[src/rtl/uart_rx_edge_bit_sampler_if.sv]
// Signal bundle between the receive FSM / serial line and the edge/bit sampler.
// The master drives the line and controls; the slave (sampler) returns counters and the voted bit.
interface uart_rx_edge_bit_sampler_if;
   logic       RX_IN;
   logic [5:0] Prescale;
   logic       Par_En;
   logic       enable;
   logic       dat_samp_en;
   logic [4:0] edge_cnt;
   logic [3:0] bit_cnt;
   logic       sampled_bit;
   logic       presc_err;

   modport master (
      output RX_IN, Prescale, Par_En, enable, dat_samp_en,
      input  edge_cnt, bit_cnt, sampled_bit, presc_err
   );

   modport slave (
      input  RX_IN, Prescale, Par_En, enable, dat_samp_en,
      output edge_cnt, bit_cnt, sampled_bit, presc_err
   );
endinterface

[src/rtl/uart_rx_edge_bit_sampler.sv]
// UART RX oversampling stage: per-bit edge counter, frame bit counter, majority-of-3 bit sampler.
// All outputs registered (1-cycle latency); no backpressure, the FSM paces it through enable/dat_samp_en.
module uart_rx_edge_bit_sampler (
   input  logic                         clk,
   input  logic                         rst_n,
   uart_rx_edge_bit_sampler_if.slave    sif
);

   typedef enum logic {
      ST_IDLE = 1'b0,
      ST_RUN  = 1'b1
   } state_e;

   state_e     state_q, state_d;
   logic [5:0] cnt_q, cnt_d;
   logic [3:0] bit_cnt_q, bit_cnt_d;
   logic       s0_q, s0_d;
   logic       s1_q, s1_d;
   logic       sampled_bit_q, sampled_bit_d;
   logic       presc_err_q, presc_err_d;

   logic [5:0] presc_w;
   logic [5:0] half_w;
   logic       presc_ok_w;
   logic       go_w;
   logic       wrap_w;
   logic [3:0] frame_len_w;
   logic       majority_w;

   assign presc_w     = sif.Prescale;
   assign half_w      = {1'b0, presc_w[5:1]};
   assign presc_ok_w  = (presc_w == 6'd8) || (presc_w == 6'd16) || (presc_w == 6'd32);
   assign frame_len_w = sif.Par_En ? 4'd11 : 4'd10;

   // Counting needs a legal ratio now and a clean registered flag, so recovery takes a cycle.
   assign go_w        = sif.enable && presc_ok_w && !presc_err_q;

   // ">=" rather than "==" so a shrinking Prescale can never let the count run past P-1.
   assign wrap_w      = (cnt_q >= (presc_w - 6'd1));
   assign majority_w  = (s0_q & s1_q) | (s0_q & sif.RX_IN) | (s1_q & sif.RX_IN);

   always_comb begin
      state_d = state_q;
      unique case (state_q)
         ST_IDLE: if (go_w)  state_d = ST_RUN;
         ST_RUN:  if (!go_w) state_d = ST_IDLE;
         default:            state_d = ST_IDLE;
      endcase
   end

   always_comb begin
      cnt_d         = cnt_q;
      bit_cnt_d     = bit_cnt_q;
      s0_d          = s0_q;
      s1_d          = s1_q;
      sampled_bit_d = sampled_bit_q;
      presc_err_d   = !presc_ok_w;

      if (go_w) begin
         if (wrap_w) begin
            cnt_d = 6'd0;
            if (bit_cnt_q < frame_len_w) begin
               bit_cnt_d = bit_cnt_q + 4'd1;
            end
         end else begin
            cnt_d = cnt_q + 6'd1;
         end

         if (sif.dat_samp_en) begin
            if (cnt_q == (half_w - 6'd2)) s0_d = sif.RX_IN;
            if (cnt_q == (half_w - 6'd1)) s1_d = sif.RX_IN;
            if (cnt_q == half_w)          sampled_bit_d = majority_w;
         end
      end else begin
         // Clear path also covers the enable-fall-on-wrap case: clear wins.
         cnt_d         = 6'd0;
         bit_cnt_d     = 4'd0;
         s0_d          = 1'b1;
         s1_d          = 1'b1;
         sampled_bit_d = 1'b1;
      end
   end

   always_ff @(posedge clk or negedge rst_n) begin
      if (!rst_n) begin
         state_q       <= ST_IDLE;
         cnt_q         <= 6'd0;
         bit_cnt_q     <= 4'd0;
         s0_q          <= 1'b1;
         s1_q          <= 1'b1;
         sampled_bit_q <= 1'b1;
         presc_err_q   <= 1'b0;
      end else begin
         state_q       <= state_d;
         cnt_q         <= cnt_d;
         bit_cnt_q     <= bit_cnt_d;
         s0_q          <= s0_d;
         s1_q          <= s1_d;
         sampled_bit_q <= sampled_bit_d;
         presc_err_q   <= presc_err_d;
      end
   end

   assign sif.edge_cnt    = cnt_q[4:0];
   assign sif.bit_cnt     = bit_cnt_q;
   assign sif.sampled_bit = sampled_bit_q;
   assign sif.presc_err   = presc_err_q;

endmodule

[src/flat_wrapper.sv]
// flat-port wrapper written by rule: the top's interface ports become plain ports
module uart_rx_edge_bit_sampler_flat 
  (clk, rst_n, sif_RX_IN, sif_Prescale, sif_Par_En, sif_enable, sif_dat_samp_en, sif_edge_cnt, sif_bit_cnt, sif_sampled_bit, sif_presc_err);
  uart_rx_edge_bit_sampler_if sif_i ();
  input  logic clk;
  input  logic rst_n;
  input wire logic [$bits(sif_i.RX_IN)-1:0] sif_RX_IN;
  input wire logic [$bits(sif_i.Prescale)-1:0] sif_Prescale;
  input wire logic [$bits(sif_i.Par_En)-1:0] sif_Par_En;
  input wire logic [$bits(sif_i.enable)-1:0] sif_enable;
  input wire logic [$bits(sif_i.dat_samp_en)-1:0] sif_dat_samp_en;
  output wire logic [$bits(sif_i.edge_cnt)-1:0] sif_edge_cnt;
  output wire logic [$bits(sif_i.bit_cnt)-1:0] sif_bit_cnt;
  output wire logic [$bits(sif_i.sampled_bit)-1:0] sif_sampled_bit;
  output wire logic [$bits(sif_i.presc_err)-1:0] sif_presc_err;
  assign sif_i.RX_IN = sif_RX_IN;
  assign sif_i.Prescale = sif_Prescale;
  assign sif_i.Par_En = sif_Par_En;
  assign sif_i.enable = sif_enable;
  assign sif_i.dat_samp_en = sif_dat_samp_en;
  assign sif_edge_cnt = sif_i.edge_cnt;
  assign sif_bit_cnt = sif_i.bit_cnt;
  assign sif_sampled_bit = sif_i.sampled_bit;
  assign sif_presc_err = sif_i.presc_err;
  uart_rx_edge_bit_sampler u_core (.clk(clk), .rst_n(rst_n), .sif(sif_i));
endmodule
[config.mk]
export PLATFORM = sky130hd
export DESIGN_NAME = uart_rx_edge_bit_sampler_flat
export DESIGN_NICKNAME = d
export VERILOG_FILES = /design/src/rtl/uart_rx_edge_bit_sampler_if.sv /design/src/rtl/uart_rx_edge_bit_sampler.sv /design/src/flat_wrapper.sv
export SDC_FILE = /design/constraint.sdc
export NUM_CORES = 1
export LEC_CHECK = 0
export ABC_AREA = 0
export CAP_MARGIN = 0
export CORE_AREA = 4 4 84 54
export CTS_CLUSTER_DIAMETER = 120
export CTS_CLUSTER_SIZE = 12
export DETAILED_ROUTE_END_ITERATION = 6
export DIE_AREA = 0 0 88 58
export GPL_TIMING_DRIVEN = 0
export PLACE_DENSITY = 0.59
export SYNTH_ARGS = -nofsm -noshare
export SYNTH_HDL_FRONTEND = slang
export SYNTH_SLANG_ARGS = --single-unit
export TNS_END_PERCENT = 50
[constraint.sdc]
create_clock -name clk -period 2.4 [get_ports clk]
set_input_delay 0.24 -clock clk [delete_from_list [all_inputs] [get_ports clk]]
set_output_delay 0.24 -clock clk [all_outputs]
set_load 0.005 [all_outputs]
==> Word level (Yosys, flattened, before mapping) <==
Cells that the tools add are included.
{ "totals": {"output_inout_bits": 11, "input_bits": 12, "ff_bits": 14, "elab_cells": 55} }
{ "classes": {"mux": 15, "bitwise_logic": 5, "n_lt_le_gt_ge": 2, "n_eq_ne": 12, "n_reduce_logical": 10, "n_addsub": 5} }
{ "op_table": {"columns": ["op", "n"], "rows": [
  ["$eq A6 B6 Y1", 2],
  ["$mux W4", 3],
  ["$mux W6", 2],
  ["$ne A2 B2 Y1 const B", 6],
  ["$mux W1", 10],
  ["$reduce_and A2 Y1", 4],
  ["$add A6 B1 Y6 const B", 1],
  ["$eq A6 B4 Y1 const B", 1],
  ["$eq A6 B5 Y1", 1],
  ["$eq A6 B5 Y1 const B", 1],
  ["$eq A6 B6 Y1 const B", 1],
  ["$ge A6 B6 Y1", 1],
  ["$sub A5 B1 Y6 const B", 1],
  ["$sub A5 B2 Y6 const B", 1],
  ["$sub A6 B1 Y6 const B", 1],
  ["$add A4 B1 Y4 const B", 1],
  ["$lt A4 B4 Y1", 1],
  ["$and A1 B1 Y1", 3],
  ["$logic_and A1 B1 Y1", 2],
  ["$logic_not A1 Y1", 2],
  ["$logic_or A1 B1 Y1", 2],
  ["$or A1 B1 Y1", 2]
]} }

==> Logic depth before layout (Yosys ltp) <==
{ "depth": {"word_depth": 7, "ltp_mapped": 11, "mapped_depth_nobuf": 11} }

==> Worst setup path before layout <==
OpenSTA, ideal clock, no wires.
{ "synth_timing": {"path_kind": "input port to flip-flop", "startpoint": "input port sif_Prescale[2]", "endpoint": "register u_core.bit_cnt_q[2] (netlist: u_core.sif.bit_cnt[2])", "required_ns": 2.322, "n_path_buf": 0, "cell_stages": 11, "t_arrival_ns": 2.262, "slack_ns": 0.060, "setup_time_ns": 0.078, "cell_sequence": "inv_1 > ha_1 > inv_1 > a21oi_1 > nand2_1 > xnor2_1 > ha_1 > nand4_1 > o221a_2 > or4_1 > a21oi_1"} }
{ "synth_via": {"elab_chain_cells": 7, "word_cells_on_any_way": 13, "classes_between": "1 x add/sub; 1 x order compare; 5 x eq/ne; 1 x mux; 5 x reduce/logical"} }
{ "synth_rtl": {"columns": ["item", "line", "text"], "rows": [
  ["start: declaration", "flat_wrapper.sv:8", "input wire logic [$bits(sif_i.Prescale)-1:0] sif_Prescale;"],
  ["branches (longest 7 deep; another with $sub A6 B1 Y6)", null, null],
  ["end signal: assignment", "uart_rx_edge_bit_sampler.sv:96", "bit_cnt_q <= bit_cnt_d;"],
  ["end: declaration", "uart_rx_edge_bit_sampler.sv:16", "logic [3:0] bit_cnt_q, bit_cnt_d;"]
]} }
Parallel ways; which one is timed is not known.
A chain may end at the register's enable or synchronous reset.

==> Worst setup path in the final report <==
{ "layout_timing": {"startpoint": "input port sif_Prescale[3]", "endpoint": "register u_core.bit_cnt_q[2] (netlist: u_core.sif.bit_cnt[2])"} }
Same word-level chain as after synthesis.

==> results.md <==
* Commonest non-fill, non-tap cells in the layout: clkdlybuf4s50_1, nor2_1, buf_4, xnor2_1, dfrtp_1
* Clk buf depth at 2
* Setup crit start kind: input port
* Final Hold Fails at 0
* Combinational power share at 0.220
* Number of global-route vias before repair at 1,029
* Reg-to-reg slack, setup at 0.41 ns
* Post-DRT Antenna Nets at 0
* Sequential share of power at 0.427
* Global route total overflow at 0
* Synth area leaders: dfrtp_1, ha_1, xnor2_1
* FF-to-FF Start: u_core.cnt_q[0]
* Height of the die at 58 µm
* PortBufs at 22
* CP max-delay cell: or4_4
* LEAKAGE at 0.000705 µW
* Max-cap violations at 0
* Final Util at 0.465
* CP Class: in -> reg
* Later-pin clock latency in the skew report at 0.24 ns
* Post-DP Area at 1560 µm²
* Top_reg_cell synth: dfrtp_1
* Fmax at 446 MHz
* Total chip power at 555 µW
* PD cells at 324 nW/µm²
* Critical Path Sink Type: flip-flop
* Slew HR at 0.581
* Most common cell after layout, fill and taps aside: clkdlybuf4s50_1
* Distinct cells, synth at 44
* Int Pwr at 412 µW
* Critical Path, Cell by Cell: dlygate4sd2_1 -> buf_6 -> inv_2 -> ha_4 -> inv_1 -> o21ai_2 -> xor2_1 -> ha_1 -> nand4_1 -> o221a_2 -> or4_4 -> a21oi_2
* Syn Area/Cell at 8.80 µm²
* Worst hold path type: in -> async
* CTS buffer count at 3
* Clock Power Share at 0.353
* Area share of the largest cell type after synthesis at 0.214
* Multi-input gate area at 881 µm²
* Worst-margin pin slew at 0.626 ns
* Final Skew at 0.00198 ns
* Yosys warns at 0
* Slowest stage delay, CP at 0.48 ns
* Starting density of the core at 0.349
* RSZ-0062 raised after global routing: false
* Largest net degree at the start of global routing at 15
* Layout fillers at 365
* Cell row count at 17
* Share of cells above drive strength 1 at 0.226
* Clk sink count at 14
* Layout Nets at 204
* Final setup violation count at 0
* Final period utilization at 0.934
* Initial antenna violation count at 0
* Cell taking the most area after synthesis: dfrtp_1
* Register area at 354 µm²
* Die Wd at 88 µm
* Post-synth EDFFs at 0
* Wirelength, routed at 3000 µm
* R2R cell count at 7
* First-pass GRT wire length at 4970 µm
* R2r endpoint: u_core.sif.bit_cnt[2]
* Crit. Startpoint: sif_Prescale[3]
* Detailed-route via count at 1,123
* Max Transition Viols Final at 0
* Syn Std Cell Area at 1280 µm²
* Crit path max fanout at 3
* Worst-path clk slew at 0.05 ns
* Gr usage total at 0.125
* Drc violations at 0
* Antenna Diode Count at 0
* IO Pins at 23
* Avg Vias per Cell at 5.01
* CTS H-tree lvls at 1
* VDD IR max at 0.201 mV
* DRT iter0 DRCs at 45
* Psw at 143 µW
* TritonRoute pass-1 iters at 4
* Post-Synthesis Cells at 146
* Die area at 5100 µm²
* Core area at 3680 µm²
* Post-DP HPWL at 2310 µm
* CP arrival at 2.41 ns
* Routed len/inst at 13.4 µm
* Minimum clock period at 2.24 ns
* Status: finished, final reports clean
* Seq/Total Area, Yosys at 0.276
* Net Sw Frac at 0.258
* Worst EP required at 2.57 ns
* Post-route cell area at 1710 µm²
* Root Buffer: clkbuf_8
* Flops & latches, synth at 14
* Area growth syn-to-layout at 33.1%
* Fraction of registers with async set/reset at 1.00
* Post-Syn Nets at 172
* GPL Wtd Cong at 0.928
* CTS tree: yes
synth_stat cells, types with 2 or more instances:
cell type and n:
nor2_1 15, nand3_1 6, ha_1 14, or4_1 2, nand2_1 8, xnor2_1 12, dfrtp_1 11, dfstp_2 3
a211o_1 2, inv_1 10, nand2b_1 4, o22ai_1 2, xor2_1 6, buf_4 7, a21oi_1 12, o21ai_0 4
per-layer routing:
metal  track usage  vias up  routed length [µm]
met5             0        -                   0
met4        0.0131        0                  44
met3        0.0398        6                 215
met2         0.180       30                1300
met1         0.185      520                1440
li1              -      567                   -
worst max-delay path, delay by kind of cell:
family          cells  cell delay, ns
buf+inv             4            0.51
simple gates        2            0.57
compound gates      3            0.55
xor+xnor            1            0.09
fa+ha+maj           2            0.44
what timing repair did:
action	in CTS	in global routing
pin swaps	1	4
buffers inserted	5	0
hold buffers	0	0
resized for setup	18	10
endpoints found under the setup margin	10	9
gates cloned	0	0
flip-flops by register name, indices dropped and copies added (netlist names):
signal and cells:
u_core.sif.bit_cnt 4, u_core.sif.presc_err 1, u_core.s0_q 1, u_core.sif.sampled_bit 1, u_core.s1_q 1, u_core.cnt_q 6
cells by family (layout without fill, tap and decap cells):
| logic type | Yosys count | after routing | share of synthesized area |
|---|---|---|---|
| and+or+nand+nor | 44 | 44 | 0.176 |
| AOI/OAI and AO/OA | 33 | 33 | 0.174 |
| buffers and inverters | 21 | 52 | 0.0896 |
| adders and majority gates | 14 | 14 | 0.136 |
| xor gates and xnor gates | 20 | 20 | 0.148 |
| DFF | 14 | 14 | 0.276 |
worst max-delay path by stage:
stage | endpoint | cells past startpoint
floorplan | u_core.sif.bit_cnt[2] | 11
global placement | u_core.sif.bit_cnt[2] | 12
detailed placement | u_core.sif.bit_cnt[2] | 12
CTS | u_core.sif.bit_cnt[2] | 12
global route | u_core.sif.bit_cnt[2] | 12
finish | u_core.sif.bit_cnt[2] | 12
power by group through the flow:
stage	registers, µW	clock network, µW	logic (µW)
final	237	196	122
after global routing	237	218	136
after CTS	237	202	118
after detailed placement	241	0	106
after global placement	241	0	104
after floorplan	241	0	63.8
metrics by stage:
step	setup TNS [ns]	setup WS, ns	hold slack (ns)	std cells
finish	0	0.159	0.390	224
CTS	0	0.00301	0.416	224
global placement	-4.14	-0.683	0.561	215
floorplan	0	0.0604	-0.0556	146
global route	0	0.0189	0.457	224
detailed placement	-4.20	-0.683	0.569	215
final cells by class:
type	count	area share
plain buffers	10	0.0468
clock buffers	4	0.0263
inverters	11	0.0241
multi-input cells	111	0.515
flip-flops and latches	14	0.207
well taps	47	0.0344
repair buffers	27	0.146
(Power assumes the default switching activity.)
